==> src/rtl/instr_sequencer_pkg.sv <==
// Shared constants and types for the 4-bit CPU control sequencer:
// instruction field widths, opcode values, FSM state codes and the
// decoded instruction-class bundle.
package cpu_ctrl_pkg;

  localparam int INSTR_W = 8;
  localparam int OPC_W   = 4;
  localparam int REG_W   = 2;
  localparam int ALU_W   = 3;

  localparam logic [OPC_W-1:0] OP_NOP  = 4'h0;
  localparam logic [OPC_W-1:0] OP_LD   = 4'h8;
  localparam logic [OPC_W-1:0] OP_ST   = 4'h9;
  localparam logic [OPC_W-1:0] OP_JMP  = 4'hA;
  localparam logic [OPC_W-1:0] OP_BRZ  = 4'hB;
  localparam logic [OPC_W-1:0] OP_BRN  = 4'hC;
  localparam logic [OPC_W-1:0] OP_HALT = 4'hF;

  localparam logic [2:0] S_FETCH  = 3'd0;
  localparam logic [2:0] S_DECODE = 3'd1;
  localparam logic [2:0] S_EXEC   = 3'd2;
  localparam logic [2:0] S_MEM    = 3'd3;
  localparam logic [2:0] S_HALT   = 3'd4;

  // One-hot-ish classification of the opcode; mem covers both LD and ST.
  typedef struct packed {
    logic alu;
    logic mem;
    logic ld;
    logic jmp;
    logic brz;
    logic brn;
    logic halt;
    logic illegal;
  } instr_class_t;

  // Opcode field of an instruction word.
  function automatic logic [OPC_W-1:0] opcode_of(input logic [INSTR_W-1:0] instr);
    return instr[INSTR_W-1:INSTR_W-OPC_W];
  endfunction

endpackage

==> src/rtl/instr_sequencer_if.sv <==
// Instruction/data memory port of the sequencer. The sequencer is the
// master: it raises MEM_REQ and holds it until the memory answers MEM_ACK.
interface instr_sequencer_if;
  import cpu_ctrl_pkg::*;

  logic               MEM_REQ;
  logic               MEM_WE;
  logic               MEM_SEL_PC;
  logic               MEM_ACK;
  logic [INSTR_W-1:0] MEM_RDATA;

  modport master (
    output MEM_REQ,
    output MEM_WE,
    output MEM_SEL_PC,
    input  MEM_ACK,
    input  MEM_RDATA
  );

  modport slave (
    input  MEM_REQ,
    input  MEM_WE,
    input  MEM_SEL_PC,
    output MEM_ACK,
    output MEM_RDATA
  );

endinterface

==> src/rtl/instr_sequencer_decoder.sv <==
// Combinational opcode classifier. Opcodes 1..7 are ALU operations,
// 0xD/0xE are reserved and flagged illegal (they still run as a NOP).
module instr_decoder
  import cpu_ctrl_pkg::*;
(
  input  logic [OPC_W-1:0] opcode,
  output instr_class_t     cls
);

  // Map the 4-bit opcode onto its instruction class.
  always_comb begin
    cls         = '0;
    cls.alu     = (opcode != OP_NOP) && (opcode < OP_LD);
    cls.ld      = (opcode == OP_LD);
    cls.mem     = (opcode == OP_LD) || (opcode == OP_ST);
    cls.jmp     = (opcode == OP_JMP);
    cls.brz     = (opcode == OP_BRZ);
    cls.brn     = (opcode == OP_BRN);
    cls.halt    = (opcode == OP_HALT);
    cls.illegal = (opcode == 4'hD) || (opcode == 4'hE);
  end

endmodule

==> src/rtl/instr_sequencer.sv <==
// Multi-cycle fetch/decode/execute sequencer for the 4-bit CPU core.
// Owns the FSM, instruction register, request timeout and sticky status.
// Every completed non-HALT instruction produces exactly one PC_EN pulse;
// LD/ST complete their memory phase and then reuse EXEC for that pulse.
module instr_sequencer
  import cpu_ctrl_pkg::*;
#(
  parameter int TIMEOUT = 15
) (
  input  logic                 CLK,
  input  logic                 RST_N,
  input  logic                 START,
  instr_sequencer_if.master    bus,
  input  logic                 Z_FLAG,
  input  logic                 N_FLAG,
  output logic [INSTR_W-1:0]   IR,
  output logic                 PC_EN,
  output logic                 PL,
  output logic                 JB,
  output logic                 BC,
  output logic [REG_W-1:0]     LAddress,
  output logic [REG_W-1:0]     RAddress,
  output logic [ALU_W-1:0]     ALU_OP,
  output logic                 RF_WE,
  output logic                 RF_SRC,
  output logic                 HALTED,
  output logic                 ILLEGAL,
  output logic                 BUS_ERR
);

  logic [2:0]   state;
  logic [2:0]   state_nx;
  logic         live;
  logic [7:0]   wait_cnt;
  logic         req;
  logic         ack;
  logic         tmo_hit;
  instr_class_t cls;

  instr_decoder u_dec (
    .opcode (opcode_of(IR)),
    .cls    (cls)
  );

  // FETCH only requests once a clock edge has passed since reset release,
  // so the request and PC-select stay low throughout reset.
  assign req     = ((state == S_FETCH) && live) || (state == S_MEM);
  assign ack     = req && bus.MEM_ACK;
  assign tmo_hit = req && !bus.MEM_ACK && (wait_cnt == 8'(TIMEOUT - 1));

  assign LAddress = IR[3:2];
  assign RAddress = IR[1:0];
  assign ALU_OP   = IR[6:4];
  assign HALTED   = (state == S_HALT);

  // Next-state selection; an ack in the expiry cycle wins over the timeout.
  always_comb begin
    state_nx = state;
    case (state)
      S_FETCH: begin
        if (ack)          state_nx = S_DECODE;
        else if (tmo_hit) state_nx = S_HALT;
      end
      S_DECODE: begin
        if (cls.halt)     state_nx = S_HALT;
        else if (cls.mem) state_nx = S_MEM;
        else              state_nx = S_EXEC;
      end
      S_EXEC:   state_nx = S_FETCH;
      S_MEM: begin
        if (ack)          state_nx = S_EXEC;
        else if (tmo_hit) state_nx = S_HALT;
      end
      S_HALT: begin
        if (START)        state_nx = S_FETCH;
      end
      default:  state_nx = S_FETCH;
    endcase
  end

  // State register plus the post-reset request enable.
  always_ff @(posedge CLK or negedge RST_N) begin
    if (!RST_N) begin
      state <= S_FETCH;
      live  <= 1'b0;
    end else begin
      state <= state_nx;
      live  <= 1'b1;
    end
  end

  // Instruction register loads on the fetch acknowledge.
  always_ff @(posedge CLK or negedge RST_N) begin
    if (!RST_N)                        IR <= '0;
    else if ((state == S_FETCH) && ack) IR <= bus.MEM_RDATA;
  end

  // Wait counter: runs while a request is unanswered, otherwise held at 0,
  // so it is always zero on entry to FETCH or MEM.
  always_ff @(posedge CLK or negedge RST_N) begin
    if (!RST_N)                 wait_cnt <= '0;
    else if (req && !bus.MEM_ACK) wait_cnt <= wait_cnt + 8'd1;
    else                        wait_cnt <= '0;
  end

  // Sticky status flags, cleared only by reset.
  always_ff @(posedge CLK or negedge RST_N) begin
    if (!RST_N) begin
      ILLEGAL <= 1'b0;
      BUS_ERR <= 1'b0;
    end else begin
      if ((state == S_DECODE) && cls.illegal) ILLEGAL <= 1'b1;
      if (tmo_hit)                            BUS_ERR <= 1'b1;
    end
  end

  // Strobes decode from state, IR class and the flags seen in EXEC;
  // MEM_ACK only qualifies the LD register write.
  always_comb begin
    bus.MEM_REQ    = req;
    bus.MEM_SEL_PC = (state == S_FETCH) && live;
    bus.MEM_WE     = 1'b0;
    PC_EN          = 1'b0;
    PL             = 1'b0;
    JB             = 1'b0;
    BC             = 1'b0;
    RF_WE          = 1'b0;
    RF_SRC         = 1'b0;
    case (state)
      S_EXEC: begin
        PC_EN = 1'b1;
        RF_WE = cls.alu;
        if (cls.jmp) begin
          PL = 1'b1;
          JB = 1'b1;
        end else if ((cls.brz && Z_FLAG) || (cls.brn && N_FLAG)) begin
          PL = 1'b1;
          BC = cls.brn;
        end
      end
      S_MEM: begin
        bus.MEM_WE = !cls.ld;
        RF_SRC     = cls.ld;
        RF_WE      = cls.ld && ack;
      end
      default: ;
    endcase
  end

endmodule
==> src/flat_wrapper.sv <==
// flat-port wrapper written by rule: the top's interface ports become plain ports
module instr_sequencer_flat import cpu_ctrl_pkg::*;
#(
  parameter int TIMEOUT = 15
)
  (CLK, RST_N, START, Z_FLAG, N_FLAG, IR, PC_EN, PL, JB, BC, LAddress, RAddress, ALU_OP, RF_WE, RF_SRC, HALTED, ILLEGAL, BUS_ERR, bus_MEM_REQ, bus_MEM_WE, bus_MEM_SEL_PC, bus_MEM_ACK, bus_MEM_RDATA);
  instr_sequencer_if bus_i ();
  input  logic CLK;
  input  logic RST_N;
  input  logic START;
  input  logic Z_FLAG;
  input  logic N_FLAG;
  output logic [INSTR_W-1:0] IR;
  output logic PC_EN;
  output logic PL;
  output logic JB;
  output logic BC;
  output logic [REG_W-1:0] LAddress;
  output logic [REG_W-1:0] RAddress;
  output logic [ALU_W-1:0] ALU_OP;
  output logic RF_WE;
  output logic RF_SRC;
  output logic HALTED;
  output logic ILLEGAL;
  output logic BUS_ERR;
  output wire logic [$bits(bus_i.MEM_REQ)-1:0] bus_MEM_REQ;
  output wire logic [$bits(bus_i.MEM_WE)-1:0] bus_MEM_WE;
  output wire logic [$bits(bus_i.MEM_SEL_PC)-1:0] bus_MEM_SEL_PC;
  input wire logic [$bits(bus_i.MEM_ACK)-1:0] bus_MEM_ACK;
  input wire logic [$bits(bus_i.MEM_RDATA)-1:0] bus_MEM_RDATA;
  assign bus_MEM_REQ = bus_i.MEM_REQ;
  assign bus_MEM_WE = bus_i.MEM_WE;
  assign bus_MEM_SEL_PC = bus_i.MEM_SEL_PC;
  assign bus_i.MEM_ACK = bus_MEM_ACK;
  assign bus_i.MEM_RDATA = bus_MEM_RDATA;
  instr_sequencer #(.TIMEOUT(TIMEOUT)) u_core (.CLK(CLK), .RST_N(RST_N), .START(START), .bus(bus_i), .Z_FLAG(Z_FLAG), .N_FLAG(N_FLAG), .IR(IR), .PC_EN(PC_EN), .PL(PL), .JB(JB), .BC(BC), .LAddress(LAddress), .RAddress(RAddress), .ALU_OP(ALU_OP), .RF_WE(RF_WE), .RF_SRC(RF_SRC), .HALTED(HALTED), .ILLEGAL(ILLEGAL), .BUS_ERR(BUS_ERR));
endmodule
==> config.mk <==
export PLATFORM = sky130hd
export DESIGN_NAME = instr_sequencer_flat
export DESIGN_NICKNAME = d
export VERILOG_FILES = /design/src/rtl/instr_sequencer_pkg.sv /design/src/rtl/instr_sequencer_if.sv /design/src/rtl/instr_sequencer_decoder.sv /design/src/rtl/instr_sequencer.sv /design/src/flat_wrapper.sv
export SDC_FILE = /design/constraint.sdc
export NUM_CORES = 1
export LEC_CHECK = 0
export BUFFER_PORTS_ARGS = -buffer_cell sky130_fd_sc_hd__buf_2
export CORE_MARGIN = 2
export CORE_UTILIZATION = 46
export CTS_BUF_LIST = sky130_fd_sc_hd__clkbuf_4
export DETAILED_ROUTE_END_ITERATION = 7
export PLACE_DENSITY = 0.76
export SLEW_MARGIN = 10
export SYNTH_ARGS = -nofsm -noshare
export SYNTH_HDL_FRONTEND = slang
export SYNTH_SLANG_ARGS = --single-unit
export TNS_END_PERCENT = 50
==> constraint.sdc <==
create_clock -name CLK -period 1.65 [get_ports CLK]
set_input_delay 0.495 -clock CLK [delete_from_list [all_inputs] [get_ports CLK]]
set_output_delay 0.495 -clock CLK [all_outputs]
set_load 0.02 [all_outputs]
==> reports/results.ini, run 1 <==
[synthesis]
async_flop_share = 1.00
synth_compound_area_frac = 0.115
synth_edf_count = 0
synth_top_family_by_area = simple AND/OR/NAND/NOR gates
synthMuxAreaShare = 0.0766
synthDistinctLibCells = 41
synth_top_flop_cell = dfrtp_1
synthesis.nets = 127
syn_avg_cell_area_um2 = 10.6
synth_xor_xnor_area_share = 0.0298
synth_area_um2 = 1180
synth_fa_ha_area_frac = 0.0213
synthCells = 111
yosysWarnings = 0
ys_seq_elements = 22
yosysSeqAreaShare = 0.468
yosys.area_share.simple = 0.210

[power]
power_density_nw_per_um2 = 1560
leakagePower_nw = 0.764
finalPower_mw = 2.50
ir_worst_vdd_uv = 1200

[placed_design]
dp.cells = 186
globalplace.congestion = 0.832
dpl_cell_area_um2 = 1490
hpwlAfterDp_um = 1970
port_buffers = 40

[global_routing]
grt_max_degree = 23
antenna_found_initial = 0
grt.total_usage = 0.180
grt_pass1_wl_um = 3820
grt_overflow = 0
grt_pass1_vias = 916

[final_layout]
finalNetCount = 179
fillers = 196
syn_to_final_growth_pct = 36.5
multiInputGateArea_um2 = 609
post-route-util = 0.654
diodes = 0
design_area_um2 = 1610
drive_gt1_frac = 0.537
stdcell_count = 192
seqCellArea_um2 = 554

[timing]
fin_crit_sh = 1.23
timing.fmax_mhz = 494
finalSetupViolations = 10
skew_ns = 0.00159
fin_crit_ns = 2.02
hold_viol = 0
setup_ws_ns = -0.374
rsz0062_at_grt = true
setup_tns_ns = -2.43
slew_violations = 0

[clock_tree]
worstSkewPairLatency_ns = 0.29
cts_sinks = 22
cts_tree = done
htree_num_levels = 1
clk_pin_slew_ns = 0.11
cts_buffer_depth = 2
cts_made_buffers = 3
hold_buffers = 0
cts_root_buf = clkbuf_4

[route]
drt_wl_total_um = 2500
antenna_left = 0
viasPerCell = 5.35
dr.pass1.iters = 4
wire_per_inst_um = 13.0
route.detailed.drc = 0
vias = 1027
dr.first_iter.drc_count = 12

[job]
cap_violations = 0

[die]
initial_utilization = 0.479
io_pins = 41
die_w_um = 54.6
dieArea_um2 = 2980
rows = 18
core_area_um2 = 2450
die_y_um = 54.6

[critical_path]
worstReg2RegEnd = u_core.state[0]
worstRegToRegCells = 5
arrival_ns = 1.53
crit_top_cell = buf_4
crit_family = flip-flops
path_max_fanout = 6
critPathCaptureType = output pin
start_kind = register
cp_slowest_cell = dfrtp_1
rrSetupSlack_ns = 0.09
cpPeakStageDelay_ns = 0.42
path_buf_inv = 2
r2r-start = u_core.state[2]
crit_path_start = u_core.IR[6]
path_class = reg -> out
cp.required_ns = 1.15
path_cells = buf_4 > nand2b_2 > nor3_4 > a22o_4 > buf_4

[run_status]
status = finished with violations
failed_checks = setup timing

[worst_hold_path]
min_path_type = in -> async

[metrics by stage]
| step | hold WS (ns) | worst slack, ns |
|---|---|---|
| 2_1_floorplan | 0.199 | -0.170 |
| 3_3_place_gp | 0.435 | -0.145 |
| 3_5_place_dp | 0.444 | -0.191 |
| 4_1_cts | 0.149 | -0.386 |
| 5_1_grt | 0.153 | -0.462 |
| 6_report | 0.145 | -0.374 |
[state kept, by name, summed over array words and instances, names as in the netlist]
register,flops
u_core.IR,8
u_core.wait_cnt,8
u_core.state,3
u_core.BUS_ERR,1
u_core.ILLEGAL,1
u_core.live,1
[metal layers]
layer / vias up / GRT usage / part of all wire
met5: - / 0 / 0
met4: 0 / 0.0750 / 0.0076
met3: 2 / 0.0273 / 0.036
met2: 22 / 0.341 / 0.54
met1: 506 / 0.197 / 0.41
li1: 497 / - / -
[what timing repair did]
action | 4_1_cts | 5_1_grt
endpoints found under the setup margin | 10 | 10
setup buffers | 2 | 0
cloned | 0 | 0
pin swaps | 6 | 1
gates resized for setup | 20 | 3
[layout by cell type (no fill, tap or decap), types with 3 or more instances in the layout]
master / instances
nor2_1: 6
nand3_1: 4
buf_2: 32
or3_1: 3
clkbuf_4: 3
o21ai_0: 3
inv_1: 5
dfrtp_2: 3
mux2_2: 8
nand2_1: 4
dfrtp_1: 19
a21oi_1: 4
buf_6: 4
nand2_2: 3
buf_4: 20
[synth_stat cells (2+ instances only)]
library cell / n / area share
xnor2_1: 2 / 0.015
nand3_1: 4 / 0.017
nor3_1: 4 / 0.017
nor2_1: 7 / 0.022
ha_1: 2 / 0.021
nand4_1: 2 / 0.011
dfrtp_1: 22 / 0.47
inv_1: 6 / 0.019
nand2b_1: 3 / 0.016
buf_4: 7 / 0.045
o21ai_0: 3 / 0.013
nand4b_1: 2 / 0.015
or3_1: 3 / 0.016
a21oi_1: 4 / 0.017
xor2_1: 2 / 0.015
mux2_2: 8 / 0.077
nand2_1: 6 / 0.019
[report_power, final]
part / switching [mW] / leakage [nW] / internal (mW) / total (mW)
Sequential: 0.142 / 0.278 / 0.684 / 0.826
Combinational: 0.807 / 0.470 / 0.635 / 1.44
Clock: 0.145 / 0.0154 / 0.0879 / 0.233
Total: 1.09 / 0.764 / 1.41 / 2.50
[how the worst max path moves through the flow]
stage            end  slack, ns  depth (start not counted)
2_1_floorplan  RF_WE      -0.17                          4
3_3_place_gp      BC      -0.14                          4
3_5_place_dp      BC      -0.19                          4
4_1_cts        RF_WE      -0.39                          5
5_1_grt           BC      -0.46                          3
6_report       RF_WE      -0.37                          5
[kinds of logic after synthesis]
| logic type | Yosys count |
|---|---|
| flops | 22 |
| xor+xnor | 4 |
| buf+inv | 15 |
| other cells | 1 |
| simple gates | 41 |
| fa+ha+maj | 2 |
| mux | 8 |
| compound gates | 18 |
[layout make-up]
cell class | instances | area share
repair buffers | 56 | 0.221
clock buffers | 3 | 0.0140
well taps | 30 | 0.0234
multi-input cells | 74 | 0.380
flip-flops and latches | 22 | 0.345
inverters | 6 | 0.0140
clock inverters | 1 | 0.00234
(Power assumes the default switching activity.)
==> run 2: changes to the inputs <==
--- a/config.mk
+++ b/config.mk
@@ -11,6 +11,7 @@
 export CTS_BUF_LIST = sky130_fd_sc_hd__clkbuf_4
 export DETAILED_ROUTE_END_ITERATION = 7
 export PLACE_DENSITY = 0.76
+export SKIP_CTS_REPAIR_TIMING = 1
 export SLEW_MARGIN = 10
 export SYNTH_ARGS = -nofsm -noshare
 export SYNTH_HDL_FRONTEND = slang
==> run 2 against run 1 <==
Compared with the run above: the flow still finishes with violations (setup timing); register-to-register slack got worse by 0.12 ns; maximum frequency fell by 2.0%; cell area rose by 2.9%; final cell count rose by 1.0%; core utilization rose by 1.9 points; routed wire length rose by 3.8%; sequential share of layout area fell by 0.97 points; hold slack got worse by 0.0019 ns; critical path depth fell by 1; largest cell class unchanged.
==> reports/results.ini, run 2 (synthesis gave the netlist of run 1 again) <==
[run_status]
status = finished with violations
failed_checks = setup timing

[power]
ir_worst_vdd_uv = 1180
leakagePower_nw = 0.785
finalPower_mw = 2.59
power_density_nw_per_um2 = 1570

[critical_path]
cpPeakStageDelay_ns = 0.45
path_max_fanout = 5
path_cells = or2_4 > o221ai_1 > and3_1 > buf_4
cp_slowest_cell = dfrtp_1
path_buf_inv = 1
crit_family = simple AND/OR/NAND/NOR gates
start_kind = register
critPathCaptureType = output pin
arrival_ns = 1.57
path_class = reg -> out
cp.required_ns = 1.15

[die]
rows = 18
io_pins = 41
die_w_um = 54.6
dieArea_um2 = 2980
core_area_um2 = 2450
initial_utilization = 0.479
die_y_um = 54.6

[final_layout]
fillers = 188
diodes = 0
layout_commonest_cell = buf_2
syn_to_final_growth_pct = 40.4
drive_gt1_frac = 0.543
layout_common_cells = 29 x buf_2, 20 x buf_4, 19 x dfrtp_1
reg.largest.list = u_core.IR: 8 flops, u_core.wait_cnt: 8 flops, u_core.state: 3 flops
finalNetCount = 181
multiInputGateArea_um2 = 614
seqCellArea_um2 = 554
stdcell_count = 194

[clock_tree]
cts_tree = done
htree_num_levels = 1
cts_root_buf = clkbuf_4
clk_pin_slew_ns = 0.11
cts_made_buffers = 3
worstSkewPairLatency_ns = 0.29
cts_sinks = 22
cts_buffer_depth = 2

[global_routing]
grt_max_degree = 23
grt_pass1_wl_um = 3750
grt.total_usage = 0.178
grt_pass1_vias = 896
antenna_found_initial = 0
grt_overflow = 0

[placed_design]
globalplace.congestion = 0.832
hpwlAfterDp_um = 1970
dp.cells = 186
port_buffers = 40

[route]
wire_per_inst_um = 13.4
drt_wl_total_um = 2600
viasPerCell = 5.36
dr.first_iter.drc_count = 12
route.detailed.drc = 0
antenna_left = 0
dr.pass1.iters = 4
vias = 1039

[timing]
finalSetupViolations = 11
fin_crit_ns = 2.06
hold_viol = 0
rsz0062_at_grt = true
fin_crit_sh = 1.25
skew_ns = 0.00319
slew_violations = 0
setup_ws_ns = -0.414
timing.fmax_mhz = 484

[job]
cap_violations = 0

[worst_hold_path]
min_path_type = in -> async

[run 2: layout make-up]
cell class,instances,share of cell area
clock buffer,3,0.0136
clock inverter,1,0.00227
inverter,6,0.0136
multi-input combinational,74,0.372
sequential,22,0.336
tap,30,0.0227
timing repair buffer,58,0.240
[run 2: worst paths after layout]
check,startpoint,to,slack (ns),cells after the start
setup / recovery,u_core.IR[4],PL,-0.41,4
hold / removal,RST_N,u_core.IR[6],0.14,1
setup reg to reg,u_core.state[2],u_core.state[0],-0.03,6
hold reg to reg,u_core.BUS_ERR,u_core.BUS_ERR,0.47,1
max in group asynchronous,RST_N,u_core.state[1],1.16,1
min in group CLK,bus_MEM_RDATA[7],u_core.IR[7],0.42,2
[run 2: report_power, final]
part | internal [mW] | switching, mW | total [mW]
registers | 0.684 | 0.149 | 0.833
logic | 0.697 | 0.825 | 1.52
clock network | 0.0880 | 0.148 | 0.236
total | 1.47 | 1.12 | 2.59
[run 2: through the flow]
step / utilization / setup WS [ns] / TNS [ns] / instance area (µm²) / hold WS (ns)
floorplan: - / -0.170 / -0.627 / 1230 / 0.199
detailed placement: 0.609 / -0.191 / -0.385 / 1490 / 0.444
finish: 0.673 / -0.414 / -2.58 / 1650 / 0.143
global route: 0.673 / -0.479 / -3.49 / 1650 / 0.153
CTS: 0.619 / -0.459 / -3.33 / 1520 / 0.149
global placement: 0.609 / -0.145 / -0.238 / 1490 / 0.435
[run 2: worst register-to-register path: cells and delay by family (launching register included)]
kind,cells,cell delay (ns)
DFF,1,0.42
buffers and inverters,3,0.39
AOI/OAI and AO/OA,1,0.10
and+or+nand+nor,2,0.69
[run 2: per-layer routing]
metal / vias up / share of wire / track usage
li1: 498 / - / -
met1: 511 / 0.39 / 0.195
met2: 28 / 0.56 / 0.335
met3: 2 / 0.044 / 0.0273
met4: 0 / 0.0073 / 0.0750
met5: - / 0 / 0
==> run 3: changes to the inputs <==
--- a/config.mk
+++ b/config.mk
@@ -10,6 +10,7 @@
 export CORE_UTILIZATION = 46
 export CTS_BUF_LIST = sky130_fd_sc_hd__clkbuf_4
 export DETAILED_ROUTE_END_ITERATION = 7
+export GPL_TIMING_DRIVEN = 0
 export PLACE_DENSITY = 0.76
 export SKIP_CTS_REPAIR_TIMING = 1
 export SLEW_MARGIN = 10
==> run 3 against run 2 <==
Compared with the run above: the flow still finishes with violations (setup timing); final cell count rose by 2.1%; clock skew rose by 0.0048 ns; worst setup slack got worse by 0.063 ns; sequential cell count did not move; total power rose by 6.3%; clock-buffer cell count did not move; combinational power rose by 8%; clock power rose by 5%; critical path type unchanged; largest cell class unchanged; highest routed layer unchanged.
==> reports/results.ini, run 3 (synthesis gave the netlist of run 1 again) <==
[clock_tree]
clk_pin_slew_ns = 0.13
cts_sinks = 22
htree_num_levels = 1
cts_root_buf = clkbuf_4
cts_made_buffers = 3
cts_buffer_depth = 2
worstSkewPairLatency_ns = 0.30
cts_tree = done

[die]
initial_utilization = 0.479
die_y_um = 54.6
rows = 18
io_pins = 41
die_w_um = 54.6
dieArea_um2 = 2980
core_area_um2 = 2450

[timing]
fin_crit_sh = 1.29
setup_ws_ns = -0.477
finalSetupViolations = 10
hold_viol = 0
skew_ns = 0.00795
timing.fmax_mhz = 470
rsz0062_at_grt = true
slew_violations = 0
setup_tns_ns = -3.09
fin_crit_ns = 2.13

[critical_path]
path_class = reg -> out
cp_slowest_cell = dfrtp_2
arrival_ns = 1.63
path_max_fanout = 7
path_buf_inv = 1
cp.required_ns = 1.15
critPathCaptureType = output pin
cpPeakStageDelay_ns = 0.47
start_kind = register
crit_family = flip-flops
path_cells = nand4b_1 > a2111oi_4 > buf_4

[run_status]
status = finished with violations
failed_checks = setup timing

[final_layout]
layout_commonest_cell = buf_2
diodes = 0
reg.largest.list = u_core.IR: 8 flops, u_core.wait_cnt: 8 flops, u_core.state: 3 flops
seqCellArea_um2 = 558
multiInputGateArea_um2 = 621
finalNetCount = 185
syn_to_final_growth_pct = 46.4
fillers = 185
drive_gt1_frac = 0.571
layout_common_cells = 30 x buf_2, 20 x buf_4, 16 x dfrtp_1

[global_routing]
gr-usage-met3 = 0.0301
grt.total_usage = 0.167
use_met2 = 0.281
grt_pass1_wl_um = 3590
grt_pass1_vias = 861
busiest_layer = met2
grt_overflow = 0
antenna_found_initial = 0
grt_max_degree = 23
grt_util_met1 = 0.209

[route]
vias = 1046
dr.first_iter.drc_count = 37
route.detailed.drc = 0
viasPerCell = 5.28
dr.pass1.iters = 4
wire_per_inst_um = 14.4
antenna_left = 0
drt_wl_total_um = 2860

[power]
power_density_nw_per_um2 = 1600
ir_worst_vdd_uv = 1530
finalPower_mw = 2.76
leakagePower_nw = 0.812

[worst_hold_path]
min_path_type = in -> async

[placed_design]
port_buffers = 40
globalplace.congestion = 0.812
hpwlAfterDp_um = 1820

[job]
cap_violations = 0

run 3: cell count changes in the layout (fill, tap and decap cells not counted), moves of 2 or more:
cell / delta
buf_12: +2
dfrtp_1: -3
nand2b_1: +2
dfrtp_2: +3
run 3: stage by stage:
step | setup WS (ns) | area (µm²) | std cells | hold slack [ns] | utilization
after global placement | -0.170 | 1470 | 181 | 0.435 | 0.597
after floorplan | -0.170 | 1230 | 111 | 0.199 | -
after global routing | -0.536 | 1720 | 198 | 0.159 | 0.701
after detailed placement | -0.186 | 1470 | 181 | 0.439 | 0.597
after CTS | -0.525 | 1490 | 185 | 0.151 | 0.608
final | -0.477 | 1720 | 198 | 0.134 | 0.701
run 3: final cells by class:
cell class | instances | area share
tap | 30 | 0.0218
timing repair buffer | 53 | 0.217
clock inverter | 1 | 0.00218
buffer | 9 | 0.0480
inverter | 6 | 0.0131
sequential | 22 | 0.324
multi-input combinational | 74 | 0.360
clock buffer | 3 | 0.0131
run 3: worst paths after layout:
| kind | startpoint | endpoint | slack, ns | depth (start not counted) |
|---|---|---|---|---|
| worst max register to register | u_core.state[0] | u_core.wait_cnt[6] | 0.03 | 4 |
| min in group CLK | bus_MEM_RDATA[3] | u_core.IR[3] | 0.42 | 2 |
| worst max-delay path | u_core.IR[6] | BC | -0.48 | 3 |
| max in group asynchronous | RST_N | u_core.state[2] | 1.15 | 1 |
| worst min-delay path | RST_N | u_core.IR[6] | 0.13 | 1 |
| worst min register to register | u_core.BUS_ERR | u_core.BUS_ERR | 0.46 | 1 |
run 3: routing by layer:
metal | share of wire | up-vias
li1 | - | 508
met1 | 0.42 | 512
met2 | 0.55 | 24
met3 | 0.030 | 2
met4 | 0.0053 | 0
met5 | 0 | -
run 3: where the power goes:
group	internal, mW	switching [mW]	total, mW
registers	0.690	0.173	0.863
clock network	0.0880	0.160	0.248
logic	0.807	0.837	1.64
total	1.59	1.17	2.76
